### config.mk
export PLATFORM = sky130hd
export DESIGN_NAME = ets_phase_stepper
export DESIGN_NICKNAME = d
export VERILOG_FILES = /design/src/rtl/ets_phase_stepper.sv
export SDC_FILE = /design/constraint.sdc
export NUM_CORES = 1
export LEC_CHECK = 0
export BUFFER_PORTS_ARGS = -buffer_cell sky130_fd_sc_hd__buf_4
export CORE_ASPECT_RATIO = 1.25
export CORE_MARGIN = 10
export CORE_UTILIZATION = 56
export CTS_CLUSTER_DIAMETER = 60
export DETAILED_ROUTE_END_ITERATION = 10
export PLACE_DENSITY = 0.78
export RECOVER_POWER = 50
export SLEW_MARGIN = 10
export SYNTH_ARGS = -nofsm -noshare
export SYNTH_HDL_FRONTEND = slang
export SYNTH_SLANG_ARGS = --single-unit
### constraint.sdc
create_clock -name ref_clk -period 2.6 [get_ports ref_clk]
set_clock_uncertainty 0.1 [all_clocks]
set_input_delay 0.13 -clock ref_clk [delete_from_list [all_inputs] [get_ports ref_clk]]
set_output_delay 0.13 -clock ref_clk [all_outputs]
set_load 0.01 [all_outputs]
### src/rtl/ets_phase_stepper.sv
`default_nettype none
// ============================================================================
//  Module      : ets_phase_stepper
//  Description : Walks the variable-phase DCM from its current fine-phase
//                position to an absolute target, one PSEN step at a time.
//                It tracks the position, settles after every completed step
//                and traps a PSDONE that never arrives.
//  Revision    : 1.0 - initial release
// ============================================================================
module ets_phase_stepper #(
    parameter int POS_WIDTH     = 8,
    parameter int MAX_POS       = 255,
    parameter int SETTLE_CYCLES = 16,
    parameter int DONE_TIMEOUT  = 255
) (
    input  logic                 ref_clk,
    input  logic                 reset,
    input  logic                 dcm_locked,
    input  logic [POS_WIDTH-1:0] target_delay,
    input  logic                 target_load,
    input  logic                 clear_fault,
    input  logic                 ps_done,
    output logic                 ps_en,
    output logic                 ps_incdec,
    output logic [POS_WIDTH-1:0] current_delay,
    output logic                 busy,
    output logic                 at_target,
    output logic                 fault
);

    // One counter serves both the settle wait and the PSDONE timeout, so it
    // is sized for whichever of the two is longer.
    localparam int c_CNT_MAX = (SETTLE_CYCLES > DONE_TIMEOUT) ? SETTLE_CYCLES : DONE_TIMEOUT;
    localparam int c_CNT_W   = $clog2(c_CNT_MAX + 1);

    localparam logic [POS_WIDTH-1:0] c_MAX_POS     = POS_WIDTH'(MAX_POS);
    localparam logic [POS_WIDTH-1:0] c_POS_ONE     = POS_WIDTH'(1);
    localparam logic [c_CNT_W-1:0]   c_SETTLE_LAST = c_CNT_W'(SETTLE_CYCLES - 1);
    localparam logic [c_CNT_W-1:0]   c_DONE_LAST   = c_CNT_W'(DONE_TIMEOUT - 1);
    localparam logic [c_CNT_W-1:0]   c_CNT_ONE     = c_CNT_W'(1);

    localparam logic [2:0] c_ST_WAIT_LOCK = 3'd0;
    localparam logic [2:0] c_ST_IDLE      = 3'd1;
    localparam logic [2:0] c_ST_STEP      = 3'd2;
    localparam logic [2:0] c_ST_WAIT_DONE = 3'd3;
    localparam logic [2:0] c_ST_SETTLE    = 3'd4;
    localparam logic [2:0] c_ST_FAULT     = 3'd5;

    logic [2:0]           r_state;
    logic [POS_WIDTH-1:0] r_target;
    logic [POS_WIDTH-1:0] r_current;
    logic [c_CNT_W-1:0]   r_cnt;
    logic                 r_incdec;
    logic                 r_busy;

    logic [2:0]           w_state_nxt;
    logic [POS_WIDTH-1:0] w_current_nxt;
    logic [c_CNT_W-1:0]   w_cnt_nxt;
    logic                 w_incdec_nxt;
    logic [POS_WIDTH-1:0] w_target_clamped;

    // Requests beyond the last legal position are pinned to it.
    always_comb begin
        w_target_clamped = target_delay;
        if (target_delay > c_MAX_POS) begin
            w_target_clamped = c_MAX_POS;
        end
    end

    // Next-state, position, counter and direction decisions.
    always_comb begin
        w_state_nxt   = r_state;
        w_current_nxt = r_current;
        w_cnt_nxt     = r_cnt;
        w_incdec_nxt  = r_incdec;

        case (r_state)
            c_ST_WAIT_LOCK: begin
                // A fresh lock puts the DCM back at its calibrated origin.
                if (dcm_locked) begin
                    w_state_nxt   = c_ST_IDLE;
                    w_current_nxt = '0;
                end
            end

            c_ST_IDLE: begin
                if (!dcm_locked) begin
                    w_state_nxt = c_ST_WAIT_LOCK;
                end else if (r_current != r_target) begin
                    // Direction is latched here and held until PSDONE so a
                    // retarget cannot flip PSINCDEC under a step in flight.
                    w_state_nxt  = c_ST_STEP;
                    w_incdec_nxt = (r_target > r_current);
                end
            end

            c_ST_STEP: begin
                w_cnt_nxt = '0;
                if (!dcm_locked) begin
                    w_state_nxt = c_ST_WAIT_LOCK;
                end else begin
                    w_state_nxt = c_ST_WAIT_DONE;
                end
            end

            c_ST_WAIT_DONE: begin
                if (!dcm_locked) begin
                    // Step abandoned: the position is rebuilt from the origin
                    // on relock, so there is nothing to account for here.
                    w_state_nxt = c_ST_WAIT_LOCK;
                end else if (ps_done) begin
                    w_state_nxt = c_ST_SETTLE;
                    w_cnt_nxt   = '0;
                    if (r_incdec) begin
                        if (r_current != c_MAX_POS) begin
                            w_current_nxt = r_current + c_POS_ONE;
                        end
                    end else begin
                        if (r_current != '0) begin
                            w_current_nxt = r_current - c_POS_ONE;
                        end
                    end
                end else if (r_cnt == c_DONE_LAST) begin
                    w_state_nxt = c_ST_FAULT;
                end else begin
                    w_cnt_nxt = r_cnt + c_CNT_ONE;
                end
            end

            c_ST_SETTLE: begin
                if (!dcm_locked) begin
                    w_state_nxt = c_ST_WAIT_LOCK;
                end else if (r_cnt == c_SETTLE_LAST) begin
                    w_state_nxt = c_ST_IDLE;
                end else begin
                    w_cnt_nxt = r_cnt + c_CNT_ONE;
                end
            end

            c_ST_FAULT: begin
                // Lock loss does not leave FAULT; only an explicit clear does.
                if (clear_fault) begin
                    w_state_nxt = c_ST_WAIT_LOCK;
                end
            end

            default: begin
                w_state_nxt = c_ST_WAIT_LOCK;
            end
        endcase
    end

    // State, position and target registers; reset overrides everything.
    always_ff @(posedge ref_clk) begin
        if (reset) begin
            r_state   <= c_ST_WAIT_LOCK;
            r_target  <= '0;
            r_current <= '0;
            r_cnt     <= '0;
            r_incdec  <= 1'b0;
            r_busy    <= 1'b0;
        end else begin
            r_state   <= w_state_nxt;
            r_current <= w_current_nxt;
            r_cnt     <= w_cnt_nxt;
            r_incdec  <= w_incdec_nxt;
            // Registered from the next state so busy reads 0 straight out of
            // reset and otherwise tracks "state is not IDLE" exactly.
            r_busy    <= (w_state_nxt != c_ST_IDLE);
            if (target_load) begin
                r_target <= w_target_clamped;
            end
        end
    end

    assign ps_en         = (r_state == c_ST_STEP);
    assign ps_incdec     = r_incdec;
    assign current_delay = r_current;
    assign busy          = r_busy;
    assign at_target     = (r_state == c_ST_IDLE) && dcm_locked && (r_current == r_target);
    assign fault         = (r_state == c_ST_FAULT);

endmodule
`default_nettype wire

==> results.toml <==
[status]
status = "finished, final reports clean"

[pwr]
internal-power_mw = 0.725
p_seq_share_pct = 48.9
leakagePower_nw = 0.879
power_density_nw_per_um2 = 432
p_sw_share_pct = 24.0
p_clk_share_pct = 38.3
finalPower_mw = 0.954
power_frac_comb_pct = 12.7
irDropWorstVdd_mv = 0.369
switchingPower_mw = 0.229

[critical_path]
crit_required_ns = 2.71
r2r_slack_ns = 0.41
reg2reg_from = "ps_incdec$_SDFFE_PP0P_"
crit_fanout = 7
worstSetupEndpointType = "flop"
start_kind = "flop"
r2r_end = "current_delay[7]$_SDFFE_PP0P_"
rr_worst_depth = 8
cp.arrival_ns = 2.31
crit_type = "reg2reg"

[grt]
grt_pass1_vias = 1739
grt_remaining_overflow = 0
grt_pass1_wl_um = 7800
grt_start_max_net_pins = 24
grt_antenna_before_repair = 0
grt_use_total_pct = 15.3

[synthesis]
syn_nets = 264
avgSynthCellArea_um2 = 8.05
synthArstFlopShare_pct = 0
ys_ff_latch = 29
yosys_most_used_dff = "dfxtp_1"
synth_area_um2 = 1880
yosys_warnings = 0
ys_seq_area_share_pct = 31.0
synth_cell_type_count = 41
synth_edf_count = 0
netlist_instances = 233

[floorplan]
die_h_um = 84.7
pin_count = 27
core_um2 = 3220
initial_core_util_pct = 58.2
dieArea_um2 = 6080
rows = 23
die_w_um = 71.8

[clocking]
clock_latency_ns = 0.28
cts_inserted_buffers = 5
clock-sinks = 29
cts_max_path_buffers = 2
htree_levels = 2
cts-resized-gates = 0
cts-root-buf = "clkbuf_8"
cts_tree = "yes"
clk_pin_slew_worst_paths_ns = 0.06

[placed_design]
place_congestion = 0.836
hpwl_um = 3270
numPortBuffers = 26

[final_layout]
nNetsFinal = 299
drive_gt1_share_pct = 10.4
fillCellCount = 305
diodes = 0
synthToLayoutAreaGrowth_pct = 17.7

[hold_path]
hp-class = "in2reg"
hold_depth = 3
hold_end = "r_target[0]$_SDFFE_PP0P_"
worstHoldStart = "target_delay[0]"

[sta]
max_freq_mhz = 456
setup_viol = 0
slew_headroom_pct = 61.1
hold_viol = 0
fin_crit_ns = 2.19
fin_crit_sh_pct = 84.4
grt_setup_unrepaired = "false"
tightest_slew_ns = 0.583
setup_tns_ns = 0
drv_slew = 0

[route]
drt_wl_total_um = 4320
drtPass1Iterations = 4
drt_drc_violations_left = 0
post_drt_wl_per_cell_um = 14.2
ant_nets = 0
vias_per_cell = 5.60
num_vias = 1707
first_iter_violations = 78

[job]
cap_violations = 0
[synth_stat cells, types with 2 or more instances]
library cell / n / share of area (%)
a211oi_1: 2 / 0.80
a21o_1: 4 / 1.6
a21oi_1: 17 / 4.5
and3_1: 3 / 1.0
buf_2: 3 / 0.80
clkbuf_1: 4 / 0.80
dfxtp_1: 29 / 31
ha_1: 16 / 11
inv_1: 21 / 4.2
mux2_2: 2 / 1.2
mux2i_1: 9 / 4.8
nand2_1: 16 / 3.2
nand2b_1: 2 / 0.67
nand3_1: 7 / 1.9
nand3b_1: 6 / 2.4
nand4_1: 4 / 1.3
nor2_1: 29 / 5.8
nor2b_1: 6 / 2.0
nor3_1: 9 / 2.4
nor4_1: 4 / 1.3
o21a_1: 2 / 0.80
o21ai_0: 9 / 2.4
or3_1: 4 / 1.3
xnor2_1: 8 / 3.7
[area by class of cell]
class / instances / area [µm²] / area share [%]
Clock buffer: 7 / 86.3 / 3.91
Sequential cell: 29 / 581 / 26.3
Timing Repair Buffer: 35 / 229 / 10.4
Multi-Input combinational cell: 176 / 1190 / 53.7
Tap cell: 37 / 46.3 / 2.10
Inverter: 21 / 78.8 / 3.57
[cells by family after synthesis]
family | share of synthesized area, %
xor+xnor | 3.74
fa+ha+maj | 11.7
flops | 31.0
compound gates | 15.2
simple gates | 26.6
mux | 6.00
buf+inv | 5.80
[placed cells by master, fill, tap and decap left out, types with 3 or more instances in the layout]
| cell | count |
|---|---|
| dfxtp_1 | 29 |
| nor4_1 | 4 |
| o21ai_0 | 9 |
| clkbuf_8 | 6 |
| nor2_1 | 29 |
| nand3_1 | 7 |
| buf_4 | 10 |
| nand3b_1 | 6 |
| a21oi_1 | 17 |
| mux2i_1 | 9 |
| clkbuf_1 | 14 |
| inv_1 | 21 |
| ha_1 | 16 |
| a21o_1 | 4 |
| nand2_1 | 16 |
| nor2b_1 | 6 |
| and3_1 | 3 |
| dlygate4sd3_1 | 6 |
| xnor2_1 | 8 |
| nor3_1 | 9 |
| nand4_1 | 4 |
| or3_1 | 4 |
| clkbuf_4 | 6 |
[state kept, by name, summed over array words and instances (netlist names)]
name,count
current_delay,8
busy,1
ps_incdec,1
r_target,8
r_cnt,8
r_state,3
[routing by layer]
| metal | global-route usage (%) | vias up | wire (µm) |
|---|---|---|---|
| met5 | 0 | - | 0 |
| met4 | 6.17 | 0 | 65 |
| met3 | 4.36 | 8 | 154 |
| met2 | 25.9 | 32 | 2190 |
| met1 | 17.4 | 779 | 1910 |
| li1 | - | 888 | - |
[how the worst max path moves through the flow]
stage,start,endpoint,slack [ns],cells after the start
final,ps_incdec$_SDFFE_PP0P_,current_delay[7]$_SDFFE_PP0P_,0.41,8
after global routing,ps_incdec$_SDFFE_PP0P_,current_delay[7]$_SDFFE_PP0P_,0.14,8
after CTS,ps_incdec$_SDFFE_PP0P_,current_delay[7]$_SDFFE_PP0P_,0.41,8
after detailed placement,ps_incdec$_SDFFE_PP0P_,current_delay[7]$_SDFFE_PP0P_,0.43,8
after global placement,ps_incdec$_SDFFE_PP0P_,current_delay[7]$_SDFFE_PP0P_,0.52,8
after floorplan,ps_incdec$_SDFFE_PP0P_,current_delay[7]$_SDFFE_PP0P_,0.35,8
[per-stage QoR]
step                cells  utilization [%]  area, µm²  worst slack (ns)  hold WS, ns
floorplan             233                -       1880             0.348        0.109
global placement      292             65.5       2110             0.516        0.264
detailed placement    292             65.5       2110             0.429        0.277
CTS                   305             70.0       2260             0.410      0.00907
global route          305             68.5       2210             0.136       0.0113
finish                305             68.5       2210             0.406      0.00986
[critical path, cell delays in order (launching register included)]
cell	delay, ns
dfxtp_1	0.31
inv_1	0.20
ha_1	0.28
a21oi_1	0.21
o211ai_1	0.16
o41ai_2	0.25
xnor2_1	0.16
mux2_2	0.34
a21oi_1	0.11
[power groups by stage]
stage | registers, mW | clock network [mW] | logic, mW
global placement | 0.476 | 0 | 0.115
finish | 0.467 | 0.366 | 0.121
detailed placement | 0.476 | 0 | 0.117
CTS | 0.467 | 0.372 | 0.125
floorplan | 0.473 | 0 | 0.0800
global route | 0.469 | 0.395 | 0.139
[timing repair]
item,CTS,global route
hold buffers,6,0
setup buffers,0,0
endpoints found under the hold margin,6,0
setup endpoints to repair,0,0
Note: power is estimated with default switching activity, not from simulation.
